--- config.mk ---
export PLATFORM = sky130hd
export DESIGN_NAME = uart_tx_feeder_flat
export DESIGN_NICKNAME = d
export VERILOG_FILES = /design/src/rtl/uart_pkg.sv /design/src/rtl/uart_tx_feeder_if.sv /design/src/rtl/uart_byte_fifo.sv /design/src/rtl/uart_tx_feeder.sv /design/src/flat_wrapper.sv
export SDC_FILE = /design/constraint.sdc
export NUM_CORES = 1
export LEC_CHECK = 0
export ABC_AREA = 1
export CAP_MARGIN = 25
export CORE_MARGIN = 4
export CORE_UTILIZATION = 55
export CTS_CLUSTER_SIZE = 30
export DETAILED_ROUTE_END_ITERATION = 10
export GPL_ROUTABILITY_DRIVEN = 0
export GPL_TIMING_DRIVEN = 1
export PLACE_DENSITY_LB_ADDON = 0.25
export SYNTH_ARGS = -nofsm -noshare
export SYNTH_HDL_FRONTEND = slang
export SYNTH_SLANG_ARGS = --single-unit
--- constraint.sdc ---
create_clock -name i_clk -period 3.6 [get_ports i_clk]
set_clock_uncertainty 0.2 [all_clocks]
set_input_delay 0.9 -clock i_clk [delete_from_list [all_inputs] [get_ports i_clk]]
set_output_delay 0.9 -clock i_clk [all_outputs]
set_load 0.03 [all_outputs]
--- src/rtl/uart_pkg.sv ---
// Shared definitions for the UART transmit feeder: FSM encoding and default timing.
package uart_pkg;

  typedef enum logic [1:0] {
    ST_IDLE  = 2'd0,
    ST_GUARD = 2'd1,
    ST_WRITE = 2'd2,
    ST_ACK   = 2'd3
  } tx_state_t;

  localparam int GUARD_CYCLES_DEF = 1024;

endpackage

--- src/rtl/uart_tx_feeder_if.sv ---
// Upstream valid/ready byte stream into the transmit feeder.
interface uart_tx_feeder_if #(
  parameter int DATA_W = 8
);

  logic [DATA_W-1:0] s_data;
  logic              s_valid;
  logic              s_ready;

  modport master (output s_data, output s_valid, input s_ready);
  modport slave  (input s_data, input s_valid, output s_ready);

endinterface

--- src/rtl/uart_byte_fifo.sv ---
// Power-of-two circular byte buffer with registered count/ready/empty and a flush that drops contents.
module uart_byte_fifo #(
  parameter int ADDR_W = 4,
  parameter int DATA_W = 8
) (
  input  logic              i_clk,
  input  logic              i_rst,
  input  logic              i_push,
  input  logic [DATA_W-1:0] i_data,
  input  logic              i_pop,
  input  logic              i_flush,
  output logic [DATA_W-1:0] o_data,
  output logic [ADDR_W:0]   o_count,
  output logic              o_ready,
  output logic              o_empty,
  output logic              o_empty_nxt
);

  localparam int DEPTH = 1 << ADDR_W;
  localparam logic [ADDR_W:0] PTR_ONE  = {{ADDR_W{1'b0}}, 1'b1};
  localparam logic [ADDR_W:0] FULL_XOR = {1'b1, {ADDR_W{1'b0}}};

  logic [DATA_W-1:0] r_mem [DEPTH];
  logic [ADDR_W:0]   r_wr_ptr;
  logic [ADDR_W:0]   r_rd_ptr;
  logic [ADDR_W:0]   r_count;
  logic              r_ready;
  logic              r_empty;
  logic [ADDR_W:0]   w_wr_nxt;
  logic [ADDR_W:0]   w_rd_nxt;
  logic              w_push;
  logic              w_pop;

  // Ready is the registered view, so a same-cycle pop never admits an extra push.
  assign w_push = i_push & r_ready;
  assign w_pop  = i_pop & ~r_empty & ~i_flush;

  always_comb begin
    w_wr_nxt = r_wr_ptr;
    w_rd_nxt = r_rd_ptr;
    if (i_flush) begin
      w_rd_nxt = r_wr_ptr;
    end else begin
      if (w_push) w_wr_nxt = r_wr_ptr + PTR_ONE;
      if (w_pop)  w_rd_nxt = r_rd_ptr + PTR_ONE;
    end
  end

  assign o_empty_nxt = (w_wr_nxt == w_rd_nxt);

  always_ff @(posedge i_clk) begin
    if (i_rst) begin
      r_wr_ptr <= '0;
      r_rd_ptr <= '0;
      r_count  <= '0;
      r_ready  <= 1'b1;
      r_empty  <= 1'b1;
    end else begin
      r_wr_ptr <= w_wr_nxt;
      r_rd_ptr <= w_rd_nxt;
      r_count  <= w_wr_nxt - w_rd_nxt;
      r_ready  <= ((w_wr_nxt ^ w_rd_nxt) != FULL_XOR);
      r_empty  <= o_empty_nxt;
    end
  end

  always_ff @(posedge i_clk) begin
    if (w_push && !i_flush && !i_rst) r_mem[r_wr_ptr[ADDR_W-1:0]] <= i_data;
  end

  assign o_data  = r_mem[r_rd_ptr[ADDR_W-1:0]];
  assign o_count = r_count;
  assign o_ready = r_ready;
  assign o_empty = r_empty;

endmodule

--- src/rtl/uart_tx_feeder.sv ---
// Buffers upstream bytes and issues one WRN strobe per byte once the transmitter has been idle
// for a full guard interval, so a new frame never clips the previous stop bit.
module uart_tx_feeder
  import uart_pkg::*;
#(
  parameter int ADDR_W       = 4,
  parameter int GUARD_CYCLES = GUARD_CYCLES_DEF,
  parameter int DATA_W       = 8
) (
  input  logic              i_clk,
  input  logic              i_rst,
  uart_tx_feeder_if.slave   s_if,
  input  logic              i_flush,
  input  logic              i_buffer_empty,
  output logic [DATA_W-1:0] o_din,
  output logic              o_wrn,
  output logic [ADDR_W:0]   o_fifo_count,
  output logic              o_tx_idle
);

  localparam int GUARD_W = $clog2(GUARD_CYCLES + 1);
  localparam logic [GUARD_W-1:0] GUARD_MAX = GUARD_W'(GUARD_CYCLES);
  localparam logic [GUARD_W-1:0] GUARD_ONE = GUARD_W'(1);

  tx_state_t         r_state;
  tx_state_t         w_state_nxt;
  logic [GUARD_W-1:0] r_guard;
  logic              r_ack_wait;
  logic              w_ack_wait_nxt;
  logic              r_wrn;
  logic [DATA_W-1:0] r_din;
  logic              r_tx_idle;
  logic              w_guard_ok;
  logic              w_pop;
  logic              w_fifo_ready;
  logic              w_fifo_empty;
  logic              w_fifo_empty_nxt;
  logic [DATA_W-1:0] w_head;
  logic [ADDR_W:0]   w_count;

  uart_byte_fifo #(
    .ADDR_W (ADDR_W),
    .DATA_W (DATA_W)
  ) u_fifo (
    .i_clk       (i_clk),
    .i_rst       (i_rst),
    .i_push      (s_if.s_valid),
    .i_data      (s_if.s_data),
    .i_pop       (w_pop),
    .i_flush     (i_flush),
    .o_data      (w_head),
    .o_count     (w_count),
    .o_ready     (w_fifo_ready),
    .o_empty     (w_fifo_empty),
    .o_empty_nxt (w_fifo_empty_nxt)
  );

  // BUFFER_EMPTY rises before the stop bit finishes; require a long unbroken idle run.
  always_ff @(posedge i_clk) begin
    if (i_rst || !i_buffer_empty) begin
      r_guard <= '0;
    end else if (r_guard != GUARD_MAX) begin
      r_guard <= r_guard + GUARD_ONE;
    end
  end

  assign w_guard_ok = (r_guard == GUARD_MAX);

  always_comb begin
    w_state_nxt    = r_state;
    w_pop          = 1'b0;
    w_ack_wait_nxt = 1'b0;
    case (r_state)
      ST_IDLE: begin
        if (!w_fifo_empty) w_state_nxt = ST_GUARD;
      end
      ST_GUARD: begin
        if (w_fifo_empty) begin
          w_state_nxt = ST_IDLE;
        end else if (w_guard_ok && !i_flush) begin
          w_state_nxt = ST_WRITE;
          w_pop       = 1'b1;
        end
      end
      ST_WRITE: begin
        w_state_nxt = ST_ACK;
      end
      ST_ACK: begin
        // No retry: a transmitter that never drops BUFFER_EMPTY still counts as sent.
        if (!i_buffer_empty || r_ack_wait) w_state_nxt = ST_GUARD;
        else                               w_ack_wait_nxt = 1'b1;
      end
      default: begin
        w_state_nxt = ST_IDLE;
      end
    endcase
  end

  always_ff @(posedge i_clk) begin
    if (i_rst) begin
      r_state    <= ST_IDLE;
      r_ack_wait <= 1'b0;
      r_wrn      <= 1'b1;
      r_din      <= '0;
      r_tx_idle  <= 1'b0;
    end else begin
      r_state    <= w_state_nxt;
      r_ack_wait <= w_ack_wait_nxt;
      r_wrn      <= ~w_pop;
      if (w_pop) r_din <= w_head;
      r_tx_idle  <= w_fifo_empty_nxt && i_buffer_empty &&
                    ((w_state_nxt == ST_IDLE) || (w_state_nxt == ST_GUARD));
    end
  end

  assign s_if.s_ready = w_fifo_ready;
  assign o_din        = r_din;
  assign o_wrn        = r_wrn;
  assign o_fifo_count = w_count;
  assign o_tx_idle    = r_tx_idle;

endmodule
--- src/flat_wrapper.sv ---
// flat-port wrapper written by rule: the top's interface ports become plain ports
module uart_tx_feeder_flat import uart_pkg::*;
#(
  parameter int ADDR_W       = 4,
  parameter int GUARD_CYCLES = GUARD_CYCLES_DEF,
  parameter int DATA_W       = 8
)
  (i_clk, i_rst, i_flush, i_buffer_empty, o_din, o_wrn, o_fifo_count, o_tx_idle, s_if_s_data, s_if_s_valid, s_if_s_ready);
  uart_tx_feeder_if #(.DATA_W(DATA_W)) s_if_i ();
  input  logic i_clk;
  input  logic i_rst;
  input  logic i_flush;
  input  logic i_buffer_empty;
  output logic [DATA_W-1:0] o_din;
  output logic o_wrn;
  output logic [ADDR_W:0] o_fifo_count;
  output logic o_tx_idle;
  input wire logic [$bits(s_if_i.s_data)-1:0] s_if_s_data;
  input wire logic [$bits(s_if_i.s_valid)-1:0] s_if_s_valid;
  output wire logic [$bits(s_if_i.s_ready)-1:0] s_if_s_ready;
  assign s_if_i.s_data = s_if_s_data;
  assign s_if_i.s_valid = s_if_s_valid;
  assign s_if_s_ready = s_if_i.s_ready;
  uart_tx_feeder #(.ADDR_W(ADDR_W), .GUARD_CYCLES(GUARD_CYCLES), .DATA_W(DATA_W)) u_core (.i_clk(i_clk), .i_rst(i_rst), .s_if(s_if_i), .i_flush(i_flush), .i_buffer_empty(i_buffer_empty), .o_din(o_din), .o_wrn(o_wrn), .o_fifo_count(o_fifo_count), .o_tx_idle(o_tx_idle));
endmodule
# Word-level counts from Yosys, hierarchy flattened
# Memories as Yosys holds them, arrays and structs flattened. A register that Yosys moved wholly into a read port is not among the register bits.
# Index checks and enable logic that the tools add are counted.
[word_totals] wordCells=60 ff_bits=33 ramBits=128 input_bits=13 output_inout_bits=16 mem_count=1
[memory_table] memory="u_core.u_fifo.r_mem" words=16 word_bits=8 read_ports=1 rd_clocked_by_memory_dff=1 write_ports=1 line_no="uart_byte_fifo.sv:23" source="logic [DATA_W-1:0] r_mem [DEPTH];"
[classes] muxes=15 addsub=4 n_eq_ne=8 bitwise=8 n_reduce_logical=14
[op_table] cell="5-bit two-way mux" count=4
[op_table] cell="11-bit by 1-bit adder with 11-bit output, second input constant" count=1
[op_table] cell="11-bit equality test, second input constant" count=1
[op_table] cell="11-bit inequality test, second input constant" count=1
[op_table] cell="5-bit by 1-bit adder with 5-bit output, second input constant" count=2
[op_table] cell="2-bit two-way mux" count=4
[op_table] cell="2-bit one-hot mux with 4 select lines" count=1
[op_table] cell="1-bit two-way mux" count=6
[op_table] cell="5-bit equality test" count=1
[op_table] cell="1-bit logical AND" count=5
[op_table] cell="5-bit inequality test, second input constant" count=1
[op_table] cell="5-bit subtractor" count=1
[op_table] cell="5-bit XOR" count=1
[op_table] cell="2-bit by 1-bit equality test with 1-bit output, second input constant" count=2
[op_table] cell="2-bit equality test, second input constant" count=2
[op_table] cell="2-bit logical NOT" count=2
[op_table] cell="1-bit NOT" count=4
[op_table] cell="1-bit bitwise AND" count=3
[op_table] cell="1-bit logical NOT" count=3
[op_table] cell="1-bit logical OR" count=3
[op_table] cell="2-bit OR reduction" count=1

# Depth between registers and ports, before layout
# Gate-level depths: netlist of run 1.
[depth] word_depth=12 mapped_depth=19 ltp_nobuf=19

# Hierarchy
# From an unflattened synthesis of run 1, not the netlist that was laid out.
[unflattened] hier_cells=664 hier_area_um2=7118.1
[by_module_without_submodules] mod="uart_byte_fifo" seq_area_each_um2=4184.0 n_inst=1 cells_each=496 area_per_inst_um2=5959.5
[by_module_without_submodules] mod="uart_tx_feeder" seq_area_each_um2=480.5 n_inst=1 cells_each=168 area_per_inst_um2=1158.6

# Least setup slack after synthesis of run 1
# OpenSTA, ideal clock, no wires.
[synth_timing] kind="input -> register" startpoint="input i_flush" endpoint="register u_core.u_fifo.r_count[4], in the netlist u_core.u_fifo.o_count[4]" path_stages=15 t_required_ps=3291 setup_slack_ps=574 arrival_time_ps=2718 n_path_buf=1 setup_ps=109 path_cell_list="buf_6 > nor2_4 > nand2_2 > nor3_2 > nand2_1 > o21ai_0 > nand2_1 > ha_1 > fa_1 > inv_1 > nand3_2 > nand2_1 > nand3_1 > nand2_1 > inv_1"
[synth_between] elab_chain_len=10 elab_cells_between_ends=12 cone_classes="add/sub (1); mux (6); bitwise (3); reduce/logical (2)"
[synth_rtl] item="start, declared" line_no="flat_wrapper.sv:12" source="input logic i_flush;"
[synth_rtl] item="1-bit logical NOT" line_no="uart_tx_feeder.sv:80" source="end else if (w_guard_ok && !i_flush) begin"
[synth_rtl] item="1-bit logical AND" line_no="uart_tx_feeder.sv:80"
[synth_rtl] item="1-bit two-way mux" line_no="uart_tx_feeder.sv:80"
[synth_rtl] item="1-bit two-way mux" line_no="uart_tx_feeder.sv:78" source="if (w_fifo_empty) begin"
[synth_rtl] item="1-bit two-way mux" line_no="uart_tx_feeder.sv:73" source="case (r_state)"
[synth_rtl] item="1-bit bitwise AND (2 in a row)" line_no="uart_byte_fifo.sv:36" source="assign w_pop = i_pop & ~r_empty & ~i_flush;"
[synth_rtl] item="5-bit two-way mux" line_no="uart_byte_fifo.sv:45" source="if (w_pop) w_rd_nxt = r_rd_ptr + PTR_ONE;"
[synth_rtl] item="5-bit two-way mux *" line_no="uart_byte_fifo.sv:41" source="if (i_flush) begin"
[synth_rtl] item="net u_core.u_fifo.w_rd_nxt[0]" line_no="uart_byte_fifo.sv:30" source="logic [ADDR_W:0] w_rd_nxt;"
[synth_rtl] item="5-bit subtractor *" line_no="uart_byte_fifo.sv:61" source="r_count <= w_wr_nxt - w_rd_nxt;"
[synth_rtl] item="end signal, assigned" line_no="uart_byte_fifo.sv:61"
[synth_rtl] item="end, declared" line_no="uart_byte_fifo.sv:26" source="logic [ADDR_W:0] r_count;"
# Mark *: on every way through the listed nets, which the timed path passes. The rest lies on a longest branch.
# A chain may end at the register's enable or synchronous reset.

# Worst setup path in the final report of run 1
# Same ends and word-level chain as after synthesis.

==> results.md, run 1 <==
* Inserted Diodes at 0
* Hold_ws at 0.266 ns
* Combinational fraction of design power at 0.054
* CP max stage delay at 0.48 ns
* FP Rows at 40
* Most Crowded Layer GR: met2
* Number of library cell types mapped by synthesis at 39
* Synth Instances at 628
* Sw Share at 0.216
* Worst slew margin relative to its limit at 0.502
* Cts repair resizes at 0
* Max_cap viols at 0
* I/O pin cnt at 29
* Most used flip-flop cell after synthesis: edfxtp_1
* Post-DR vias/cell at 5.76
* RSZ-0062 raised after global routing: false
* Cells taking the most area after synthesis: edfxtp_1 55%, dfxtp_1 12%, nor2_1 6.1%, o21ai_0 5.7%, nand2_1 3.7%
* Mean post-synth cell area at 11.1 sq um
* Yosys top cell area share at 0.550
* Worst path bufs/invs at 3
* Startpoint type of the worst setup path: input pin
* CP endpoint kind: flop
* Number of buffers on the longest clock path at 2
* Final design utilization at 0.664
* Sum of internal, switching and leakage power at 4.12 mW
* Number of antenna-violating nets in the routed design at 0
* Status: finished, final reports clean
* Maximum number of pins on one net before global-route repair at 66
* Worst Path Required at 3.73 ns
* Met3 track demand over resource in global routing at 0.0613
* Leakage power figure at 2.87 nW
* TritonCTS Sinks at 169
* Area leader, netlist: edfxtp_1
* CP most frequent cell: nand2_1
* Count of port buffers added during placement at 28
* Die boundary width at 121 microns
* Wire length of the first global-routing pass at 24800 microns
* Sequential area share after synthesis at 0.668
* GR Layer Usage met2 at 0.380
* Clock tree from TritonCTS: yes
* Crit-path slowest cell: clkdlybuf4s50_1
* Clock H-tree levels at 4
* Number of buffers created by CTS at 17
* Clock power frac at 0.431
* Worst slew pin tran at 0.744 ns
* Power per cell area at 508 nW/um^2
* Post-Syn Area at 6990 sq um
* Critical path cell sequence: clkdlybuf4s50_1 > nor2_4 > nand2_2 > nor3_2 > nand2_1 > o21ai_0 > nand2_1 > ha_1 > fa_1 > inv_1 > nand3_2 > nand2_1 > nand3_1 > nand2_1 > inv_1
* Number of enable flip-flop cells after synthesis at 128
* Class of the most critical hold timing path: reg -> reg
* Sequential fraction of design power at 0.515
* Global-route total usage across every layer at 0.227
* Routed length per placed instance at 18.5 microns
* Total grt overflow at 0
* Biggest fanout along the worst timing path at 5
* Clk slew on worst S/H paths at 0.06 ns
* Net load switching power at 0.891 mW
* Final worst-path cycle share at 0.888
* Number of antenna violations at the first check in global routing at 0
* Effective utilization at floorplan at 0.572
* Number of warnings printed during yosys synthesis at 0
* Final count of pins violating max slew at 0
* Quantity of hold-fixing buffers added after cts at 0
* Routed WL at 15800 microns
* Total of fill cells in the finished design at 941
* Clock insertion delay at the later pin of the skew report at 0.43 ns
* Yosys reg bits at 169
* Time the final worst path needs with I/O delays and setup at 3.20 ns
* Pre-CTS WS at -0.00773 ns
* Worst path setup slack after routing at 0.404 ns
* Share of final-layout standard cells stronger than drive strength 1 at 0.108
* Arrival time at the worst endpoint at 3.33 ns
* Setup Crit Path Kind: in -> reg
* Core ar. at 12200 sq um
* Async SR Flop Fraction at 0
* Iter 0 DRT Violations at 510
* Number of global-route vias before repair at 4767
* Total of endpoints with negative setup slack in the final report at 0
* Root Buffer Master: clkbuf_16
* Internal power consumption at 3.23 mW
* Initial DRT Pass Iterations at 5
* Via count at 4905
* Number of setup buffers added after CTS at 0
* Layout-stage area growth over the synthesis result at 16.0%
* Hold Violations, Final at 0
* Highest attainable clock frequency at 0.313 GHz
* Net count after synthesis at 651
* Die span in y at 121 microns
* Post-detailed-route DRC marker count at 0
* Number of nets in the layout at 694
* Largest voltage drop on the vdd net at 534 uV
* Area of the die at 14600 sq um
* Met1 GRT Util at 0.285
* Cell family contributing the most delay on the critical path: simple AND/OR/NAND/NOR gates
* Placed wire-length estimate at 9810 microns
layout make-up:
type	count	area, sq um	area share
Multi-Input combinational cell	392	2050	0.253
Timing Repair Buffer	51	453	0.0559
Sequential cell	169	4670	0.576
Tap cell	168	210	0.0259
Clock inverter	10	120	0.0148
Clock buffer	22	454	0.0560
Inverter	40	153	0.0188
layout by cell type, fill, tap and decap left out, types with 3 or more instances in the layout:
cell | netlist | layout
nor3_1 | 5 | 5
a21oi_1 | 17 | 17
dfxtp_1 | 41 | 40
nand3_2 | 4 | 4
nand3_1 | 18 | 18
nand2_1 | 69 | 69
nand2_2 | 5 | 5
inv_6 | 0 | 3
ha_1 | 9 | 9
o21ai_0 | 80 | 80
clkdlybuf4s50_1 | 0 | 28
nor2_1 | 113 | 113
inv_1 | 35 | 35
nor2_2 | 3 | 3
nor2_4 | 3 | 3
clkbuf_16 | 0 | 17
o221ai_1 | 15 | 15
o22ai_1 | 18 | 18
edfxtp_1 | 128 | 128
a41oi_1 | 8 | 8
xor2_1 | 6 | 6
clkbuf_1 | 18 | 4
nand4_1 | 5 | 5
buf_4 | 1 | 23
sequential cells by signal, summed over array words and instances (netlist names):
register and cells:
u_core.r_ack_wait 1, u_core.u_fifo.r_rd_ptr 5, u_core.u_fifo.o_ready 1, u_core.u_fifo.r_wr_ptr 5, u_core.u_fifo.o_count 5, u_core.o_tx_idle 1, u_core.r_guard 11, u_core.r_state 2
u_core.o_din 8, u_core.u_fifo.o_empty 1, u_core.u_fifo.r_mem 128, u_core.o_wrn 1
layer usage:
| layer | up-vias | part of all wire |
|---|---|---|
| li1 | 2323 | - |
| met1 | 2354 | 0.40 |
| met2 | 199 | 0.51 |
| met3 | 29 | 0.072 |
| met5 | - | 0 |
| met4 | 0 | 0.018 |
final timing paths:
| path | to | slack (ns) | start | depth (start not counted) |
|---|---|---|---|---|
| max | u_core.u_fifo.o_count[4]$_SDFF_PP0_ | 0.40 | i_flush | 15 |
| min | u_core.r_guard[10]$_SDFFE_PP0P_ | 0.27 | u_core.r_guard[10]$_SDFFE_PP0P_ | 2 |
| max reg2reg | u_core.u_fifo.o_count[4]$_SDFF_PP0_ | 0.70 | u_core.r_guard[0]$_SDFFE_PP0P_ | 17 |
| min reg2reg | u_core.r_guard[10]$_SDFFE_PP0P_ | 0.27 | u_core.r_guard[10]$_SDFFE_PP0P_ | 2 |
synth_stat cells, types with 2 or more instances:
master	number
clkbuf_1	18
nand2_2	5
ha_1	9
edfxtp_1	128
inv_2	2
xor2_1	6
nor2_4	3
nor2_1	113
buf_2	6
a21oi_1	17
o211ai_1	2
nand3_4	2
o22ai_1	18
dfxtp_1	41
nand3_1	18
nand4_1	5
nand2_1	69
o21ai_0	80
a41oi_1	8
nor2_2	3
nand3_2	4
nor3_1	5
o221ai_1	15
clkinv_1	2
inv_1	35
worst min-delay path: cells and delay by family (launching register included):
kind            cells  cell delay (ns)
compound gates      1             0.05
flops               1             0.31
simple gates        1             0.06
cells by family (layout without fill, tap and decap cells):
| kind of cell | after synthesis | after routing | share of synthesized area |
|---|---|---|---|
| buffers and inverters | 67 | 123 | 0.0390 |
| AOI/OAI and AO/OA | 143 | 143 | 0.119 |
| adders and majority gates | 10 | 10 | 0.0190 |
| and+or+nand+nor | 233 | 233 | 0.148 |
| DFF | 169 | 169 | 0.668 |
| xor gates and xnor gates | 6 | 6 | 0.00752 |
per-stage QoR:
stage                     cell area [sq um]  TNS (ns)  std cells
after detailed placement               7530  -0.00773        820
after CTS                              8110         0        852
after global routing                   8110         0        852
after global placement                 7530         0        820
final                                  8110         0        852
after floorplan                        6990         0        628
power by group through the flow:
stage                     Clock (mW)  Sequential [mW]  Combinational (mW)
final                           1.78             2.12               0.222
after global routing            1.89             2.12               0.246
after CTS                       1.80             2.12               0.222
after detailed placement           0             2.16               0.220
after global placement             0             2.16               0.211
after floorplan                    0             2.18               0.116
(Power assumes the default switching activity.)
==> run 2: changes to the inputs <==
--- a/config.mk
+++ b/config.mk
@@ -9,6 +9,7 @@
 export CAP_MARGIN = 25
 export CORE_MARGIN = 4
 export CORE_UTILIZATION = 55
+export CTS_CLUSTER_DIAMETER = 150
 export CTS_CLUSTER_SIZE = 30
 export DETAILED_ROUTE_END_ITERATION = 10
 export GPL_ROUTABILITY_DRIVEN = 0
==> results of run 2 <==
No change in the layout: final DEF, timing and power equal those of run 1.
